### config.mk
export PLATFORM = sky130hd
export DESIGN_NAME = rowbias_shuffler
export DESIGN_NICKNAME = d
export VERILOG_FILES = /design/src/rtl/rowbias_pkg.sv /design/src/rtl/rowbias_shuffler_lfsr16.sv /design/src/rtl/rowbias_shuffler.sv
export SDC_FILE = /design/constraint.sdc
export NUM_CORES = 1
export LEC_CHECK = 0
export ABC_CLOCK_PERIOD_IN_PS = 5200
export BUFFER_PORTS_ARGS = -buffer_cell sky130_fd_sc_hd__buf_4
export CAP_MARGIN = 20
export CORE_UTILIZATION = 40
export DETAILED_ROUTE_END_ITERATION = 10
export HOLD_SLACK_MARGIN = 0.1
export PLACE_DENSITY = 0.68
export SLEW_MARGIN = 20
export SYNTH_ARGS = -nofsm -noshare
export SYNTH_HDL_FRONTEND = slang
export SYNTH_SLANG_ARGS = --single-unit
### constraint.sdc
create_clock -name clock -period 5.2 [get_ports clock]
set_clock_uncertainty 0.15 [all_clocks]
set_input_delay 1.56 -clock clock [delete_from_list [all_inputs] [get_ports clock]]
set_output_delay 1.56 -clock clock [all_outputs]
set_load 0.02 [all_outputs]
### src/rtl/rowbias_pkg.sv
// ============================================================================
// Module : rowbias_pkg
// Brief  : Shared FSM encoding and LFSR constants for the row-bias shuffler.
// Rev    : 1.0  initial release
// ============================================================================
`default_nettype none

`ifndef GRID_LEN
`define GRID_LEN 9
`endif

package rowbias_pkg;

    localparam int              LFSR_W         = 16;
    localparam logic [15:0]     LFSR_TAPS      = 16'hB400;
    localparam logic [15:0]     LFSR_SAFE_SEED = 16'h0001;

    typedef enum logic [2:0] {
        ST_IDLE    = 3'd0,
        ST_INIT    = 3'd1,
        ST_SHUFFLE = 3'd2,
        ST_EMIT    = 3'd3,
        ST_DONE    = 3'd4
    } state_t;

endpackage

`default_nettype wire

### src/rtl/rowbias_shuffler_lfsr16.sv
// ============================================================================
// Module : lfsr16
// Brief  : 16-bit right-shifting Galois LFSR with a zero-seed lock-up guard.
// Rev    : 1.0  initial release
// ============================================================================
`default_nettype none

module lfsr16
    import rowbias_pkg::*;
#(
    parameter logic [LFSR_W-1:0] RESET_VALUE = 16'hACE1
)(
    input  logic              clock,
    input  logic              reset,
    input  logic              load,
    input  logic [LFSR_W-1:0] load_value,
    output logic [LFSR_W-1:0] value
);

    logic [LFSR_W-1:0] r_value;

    always_ff @(posedge clock or negedge reset) begin
        if (!reset) begin
            r_value <= RESET_VALUE;
        end else if (load) begin
            // an all-zero state would never leave zero
            r_value <= (load_value == '0) ? LFSR_SAFE_SEED : load_value;
        end else begin
            r_value <= {1'b0, r_value[LFSR_W-1:1]} ^ (r_value[0] ? LFSR_TAPS : '0);
        end
    end

    assign value = r_value;

endmodule

`default_nettype wire

### src/rtl/rowbias_shuffler.sv
// ============================================================================
// Module : rowbias_shuffler
// Brief  : Builds a permutation of W one-hot values (Fisher-Yates with LFSR
//          rejection sampling) and streams it out as W pool writes.
//          Shuffling is compiled in only when ROWBIAS_SHUFFLE_EN is defined;
//          otherwise the identity permutation is emitted.
// Rev    : 1.0  initial release
// ============================================================================
`default_nettype none

module rowbias_shuffler
    import rowbias_pkg::*;
#(
    parameter int                W    = `GRID_LEN,
    parameter logic [LFSR_W-1:0] SEED = 16'hACE1,
    localparam int               AW   = (W > 1) ? $clog2(W) : 1
)(
    input  logic              clock,
    input  logic              reset,
    input  logic              start,
    input  logic              seed_load,
    input  logic [LFSR_W-1:0] seed,
    output logic              busy,
    output logic              done,
    output logic              pool_valid,
    output logic              wr_en,
    output logic [AW-1:0]     wr_addr,
    output logic [W-1:0]      wr_data
);

`ifdef ROWBIAS_SHUFFLE_EN
    localparam bit c_shuffle = (W > 1);
`else
    localparam bit c_shuffle = 1'b0;
`endif
    localparam logic [AW-1:0] c_last = AW'(W - 1);

    state_t            r_state;
    logic [W-1:0]      r_perm [W];
    logic [AW-1:0]     r_i;
    logic [AW-1:0]     r_wr_addr;
    logic              r_busy;
    logic              r_done;
    logic              r_pool_valid;
    logic              r_wr_en;

    logic [LFSR_W-1:0] w_lfsr;
    logic              w_lfsr_load;
    logic [AW-1:0]     w_j;
    logic              w_unused_lfsr;

    assign w_lfsr_load = seed_load && (r_state == ST_IDLE);

    lfsr16 #(
        .RESET_VALUE (SEED)
    ) u_lfsr (
        .clock      (clock),
        .reset      (reset),
        .load       (w_lfsr_load),
        .load_value (seed),
        .value      (w_lfsr)
    );

    assign w_j           = w_lfsr[AW-1:0];
    assign w_unused_lfsr = ^w_lfsr[LFSR_W-1:AW];

    always_ff @(posedge clock or negedge reset) begin
        if (!reset) begin
            r_state      <= ST_IDLE;
            r_i          <= '0;
            r_wr_addr    <= '0;
            r_busy       <= 1'b0;
            r_done       <= 1'b0;
            r_pool_valid <= 1'b0;
            r_wr_en      <= 1'b0;
            for (int k = 0; k < W; k++) begin
                r_perm[k] <= '0;
            end
        end else begin
            case (r_state)
                ST_IDLE: begin
                    if (start) begin
                        r_state      <= ST_INIT;
                        r_busy       <= 1'b1;
                        r_pool_valid <= 1'b0;
                    end
                end
                ST_INIT: begin
                    for (int k = 0; k < W; k++) begin
                        r_perm[k] <= W'(1) << k;
                    end
                    r_i <= c_last;
                    if (c_shuffle) begin
                        r_state <= ST_SHUFFLE;
                    end else begin
                        r_state   <= ST_EMIT;
                        r_wr_en   <= 1'b1;
                        r_wr_addr <= '0;
                    end
                end
                ST_SHUFFLE: begin
                    // out-of-range candidates are simply retried next cycle
                    if (w_j <= r_i) begin
                        r_perm[r_i] <= r_perm[w_j];
                        r_perm[w_j] <= r_perm[r_i];
                        r_i         <= r_i - 1'b1;
                        if (r_i == AW'(1)) begin
                            r_state   <= ST_EMIT;
                            r_wr_en   <= 1'b1;
                            r_wr_addr <= '0;
                        end
                    end
                end
                ST_EMIT: begin
                    if (r_wr_addr == c_last) begin
                        r_state      <= ST_DONE;
                        r_wr_en      <= 1'b0;
                        r_wr_addr    <= '0;
                        r_done       <= 1'b1;
                        r_pool_valid <= 1'b1;
                    end else begin
                        r_wr_addr <= r_wr_addr + 1'b1;
                    end
                end
                ST_DONE: begin
                    r_state <= ST_IDLE;
                    r_done  <= 1'b0;
                    r_busy  <= 1'b0;
                end
                default: begin
                    r_state <= ST_IDLE;
                end
            endcase
        end
    end

    assign busy       = r_busy;
    assign done       = r_done;
    assign pool_valid = r_pool_valid;
    assign wr_en      = r_wr_en;
    assign wr_addr    = r_wr_addr;
    assign wr_data    = r_wr_en ? r_perm[r_wr_addr] : '0;

endmodule

`default_nettype wire

==> impl_metrics.yaml <==
logic_synthesis:
  synth_area_um2: 7470
  synthArstFlopShare_pct: 100
  synth_edf_count: 0
  synthCells: 708
  synth_warnings: 0
  post_synth.cell_area_avg_um2: 10.5
  synth_sequential_area_ratio_pct: 37.7
  dominantRegCellSynth: "dfrtp_1"
  ys_seq_elements: 112
  synthesis.nets: 739
  ys_types: 72
critical_path:
  cp_data_required_time_ns: 3.49
  crit_arrival_ns: 2.52
  critPathCaptureType: "primary output"
  crit_type: "reg2out"
  critPathMaxFanout: 20
  ff2ff_setup_slack_ns: 1.38
  startpoint_type: "flop"
power:
  power_frac_comb_pct: 52.7
  power_switching_mw: 2.16
  clockPowerShare_pct: 15.6
  vdd_drop_max_v: 0.000237
  swShare_pct: 49.1
  leakagePower_nw: 3.20
  power_frac_seq_pct: 31.7
  p_per_area_nw_per_um2: 537
  power.internal_mw: 2.24
  p_total_mw: 4.39
min_path:
  hold_class: "reg2reg"
clocking:
  postCtsSetupBuffers: 0
  cts_tree: "built"
  clk_pin_slew_ns: 0.08
  clock-sinks: 112
  worstSkewPairLatency_ns: 0.37
  max-clock-path-buffers: 2
  ctsHoldBuffers: 0
  root_buffer: "clkbuf_16"
  cts_buffers: 9
  h-tree-depth: 3
  cts_resized: 0
drt:
  ant_nets: 0
  first_pass_iters: 8
  drtIter0Drc: 765
  wirelength_mm: 24.3
  viasPerCell: 6.74
  drc: 4
  wl_per_cell_um: 25.3
  num_vias: 6478
grt:
  grt_max_degree: 48
  grt_usage_pct: 26.3
  first_global_vias: 6544
  globalRouteMet1Util_pct: 33.8
  grt_use_met3_pct: 8.98
  gr-total-overflow: 0
  top_usage_layer: "met2"
  met2_usage_pct: 38.3
  antenna_found_initial: 0
  grt_pass1_wl_mm: 38.1
floorplan:
  die_h_um: 139
  initial_core_util_pct: 41.2
  die_w_um: 139
  die-area_um2: 19200
  fp-row-count: 49
  coreArea_um2: 18100
  ios: 37
sta:
  fin_crit_sh_pct: 81.4
  timing.fmax_ghz: 0.236
  worst_pin_slew_ns: 1.11
  rsz0062_at_grt: "false"
  hold_violations: 0
  max_slew_margin_pct: 26.2
  layout_min_cycle_time_ns: 4.23
  setup_viol: 0
  tns_ns: 0
  slew_violations: 0
placement:
  portBuffers: 36
  gp_congestion: 0.940
  post-place-cells: 945
  dp_hpwl_mm: 15.7
  placed_area_um2: 7890
layout:
  fin_util_pct: 45.0
  fin_nets: 758
  area_delta_synth_final_pct: 9.43
  seq_area_um2: 2810
  final_layout_size_suffix_gt1_share_pct: 19.3
  fin_cells: 961
  fillCellCount: 1718
  multi_input_area_um2: 4370
  diodes: 0
  stdcell_area_um2: 8170
status:
  violations: "design-rule violations"
  outcome: "complete, but fails checks"
run:
  cap_viol_max_count: 0
[worst paths after layout]
kind / endpoint / cells past startpoint / from
setup reg to reg: r_perm[8]$_DFFE_PN0P_ / 7 / u_lfsr.value[3]$_DFF_PN0_
hold / removal: u_lfsr.value[8]$_DFF_PN0_ / 1 / u_lfsr.value[9]$_DFF_PN0_
hold reg to reg: u_lfsr.value[8]$_DFF_PN0_ / 1 / u_lfsr.value[9]$_DFF_PN0_
setup / recovery: wr_data[4] / 6 / wr_addr[1]$_DFFE_PN0P_
min in group asynchronous: r_perm[24]$_DFFE_PN0P_ / 1 / reset
max in group asynchronous: wr_addr[3]$_DFFE_PN0P_ / 2 / reset
[sequential cells by signal (all words and copies together), names as in the netlist]
name	count
busy	1
done	1
pool_valid	1
r_i	4
r_perm	81
r_state	3
u_lfsr.value	16
wr_addr	4
wr_en	1
[cell type report]
type	count	share of cell area (%)
Multi-Input combinational cell	541	53.4
Sequential cell	112	34.4
Timing Repair Buffer	50	4.59
Tap cell	229	3.51
Clock buffer	9	2.76
Clock inverter	7	0.689
Inverter	13	0.597
[Yosys cell counts (all sizes together) (2+ instances only)]
cell type,instances,share of area [%]
and2,12,1.0
dfrtp,104,35
buf,29,2.6
o31ai,2,0.27
nor3b,2,0.35
xnor2,6,0.70
nor2b,12,1.0
nor2,30,1.6
a221o,25,3.4
a22o,3,0.35
dfstp,8,2.8
nand4,2,0.17
o211ai,3,0.30
mux2,11,1.7
inv,12,0.60
or2,2,0.17
ha,11,1.8
or3b,2,0.23
a21oi,24,1.7
o2bb2ai,2,0.23
nand2b,7,0.59
nand3,16,1.1
clkbuf,13,0.65
o22a,2,0.23
nand2,73,3.7
o22ai,9,0.94
or3,4,0.34
a221oi,5,1.1
nor3,30,2.6
nor4,6,0.70
and3,4,0.34
o21ai,83,5.7
mux4,41,13
a211oi,2,0.20
o2111ai,2,0.23
mux2i,43,5.9
a41oi,5,0.59
a22oi,47,4.7
a21boi,2,0.25
[power by group through the flow]
stage / sequential [mW] / combinational [mW] / clock, mW
6_report: 1.39 / 2.32 / 0.683
2_1_floorplan: 1.22 / 1.72 / 0
4_1_cts: 1.38 / 2.26 / 0.697
3_5_place_dp: 1.40 / 2.25 / 0
5_1_grt: 1.42 / 2.45 / 0.727
3_3_place_gp: 1.39 / 2.23 / 0
[kinds of logic after synthesis]
kind of cell / after synthesis / synth area share (%)
compound gates: 222 / 20.9
simple gates: 206 / 14.3
flops: 112 / 37.7
mux: 95 / 20.6
buf+inv: 55 / 3.94
fa+ha+maj: 11 / 1.84
xor+xnor: 7 / 0.821
[critical path, stage by stage, from the launching register on]
cell and delay (ns):
dfrtp_1 0.99, inv_1 0.13, and3_1 0.40, nand2_1 0.15, o21ai_0 0.12, and2_1 0.21, buf_4 0.15
[placed cells by master (no fill, tap or decap), drive strengths merged, types with 2 or more instances in the layout]
cell type	count
a211oi	2
a21boi	2
a21oi	24
a221o	25
a221oi	5
a22o	3
a22oi	47
a41oi	5
and2	12
and3	4
buf	50
clkbuf	9
clkinv	7
dfrtp	104
dfstp	8
ha	11
inv	13
mux2	11
mux2i	43
mux4	41
nand2	73
nand2b	7
nand3	16
nand4	2
nor2	30
nor2b	12
nor3	30
nor3b	2
nor4	6
o2111ai	2
o211ai	3
o21ai	83
o22a	2
o22ai	9
o2bb2ai	2
o31ai	2
or2	2
or3	4
or3b	2
xnor2	6
[per-stage QoR]
step                      hold WS (ns)  setup slack [ns]
after floorplan                  0.306              1.67
after global placement           0.309              1.36
after detailed placement         0.315              1.33
after CTS                        0.334             0.921
after global routing             0.355             0.794
final                            0.328             0.969
[per-layer routing]
layer | wire length (µm) | part of all wire, %
met1 | 9740 | 40
met2 | 10600 | 44
met3 | 2610 | 11
met4 | 1330 | 5.4
met5 | 0 | 0
(Power assumes the default switching activity.)
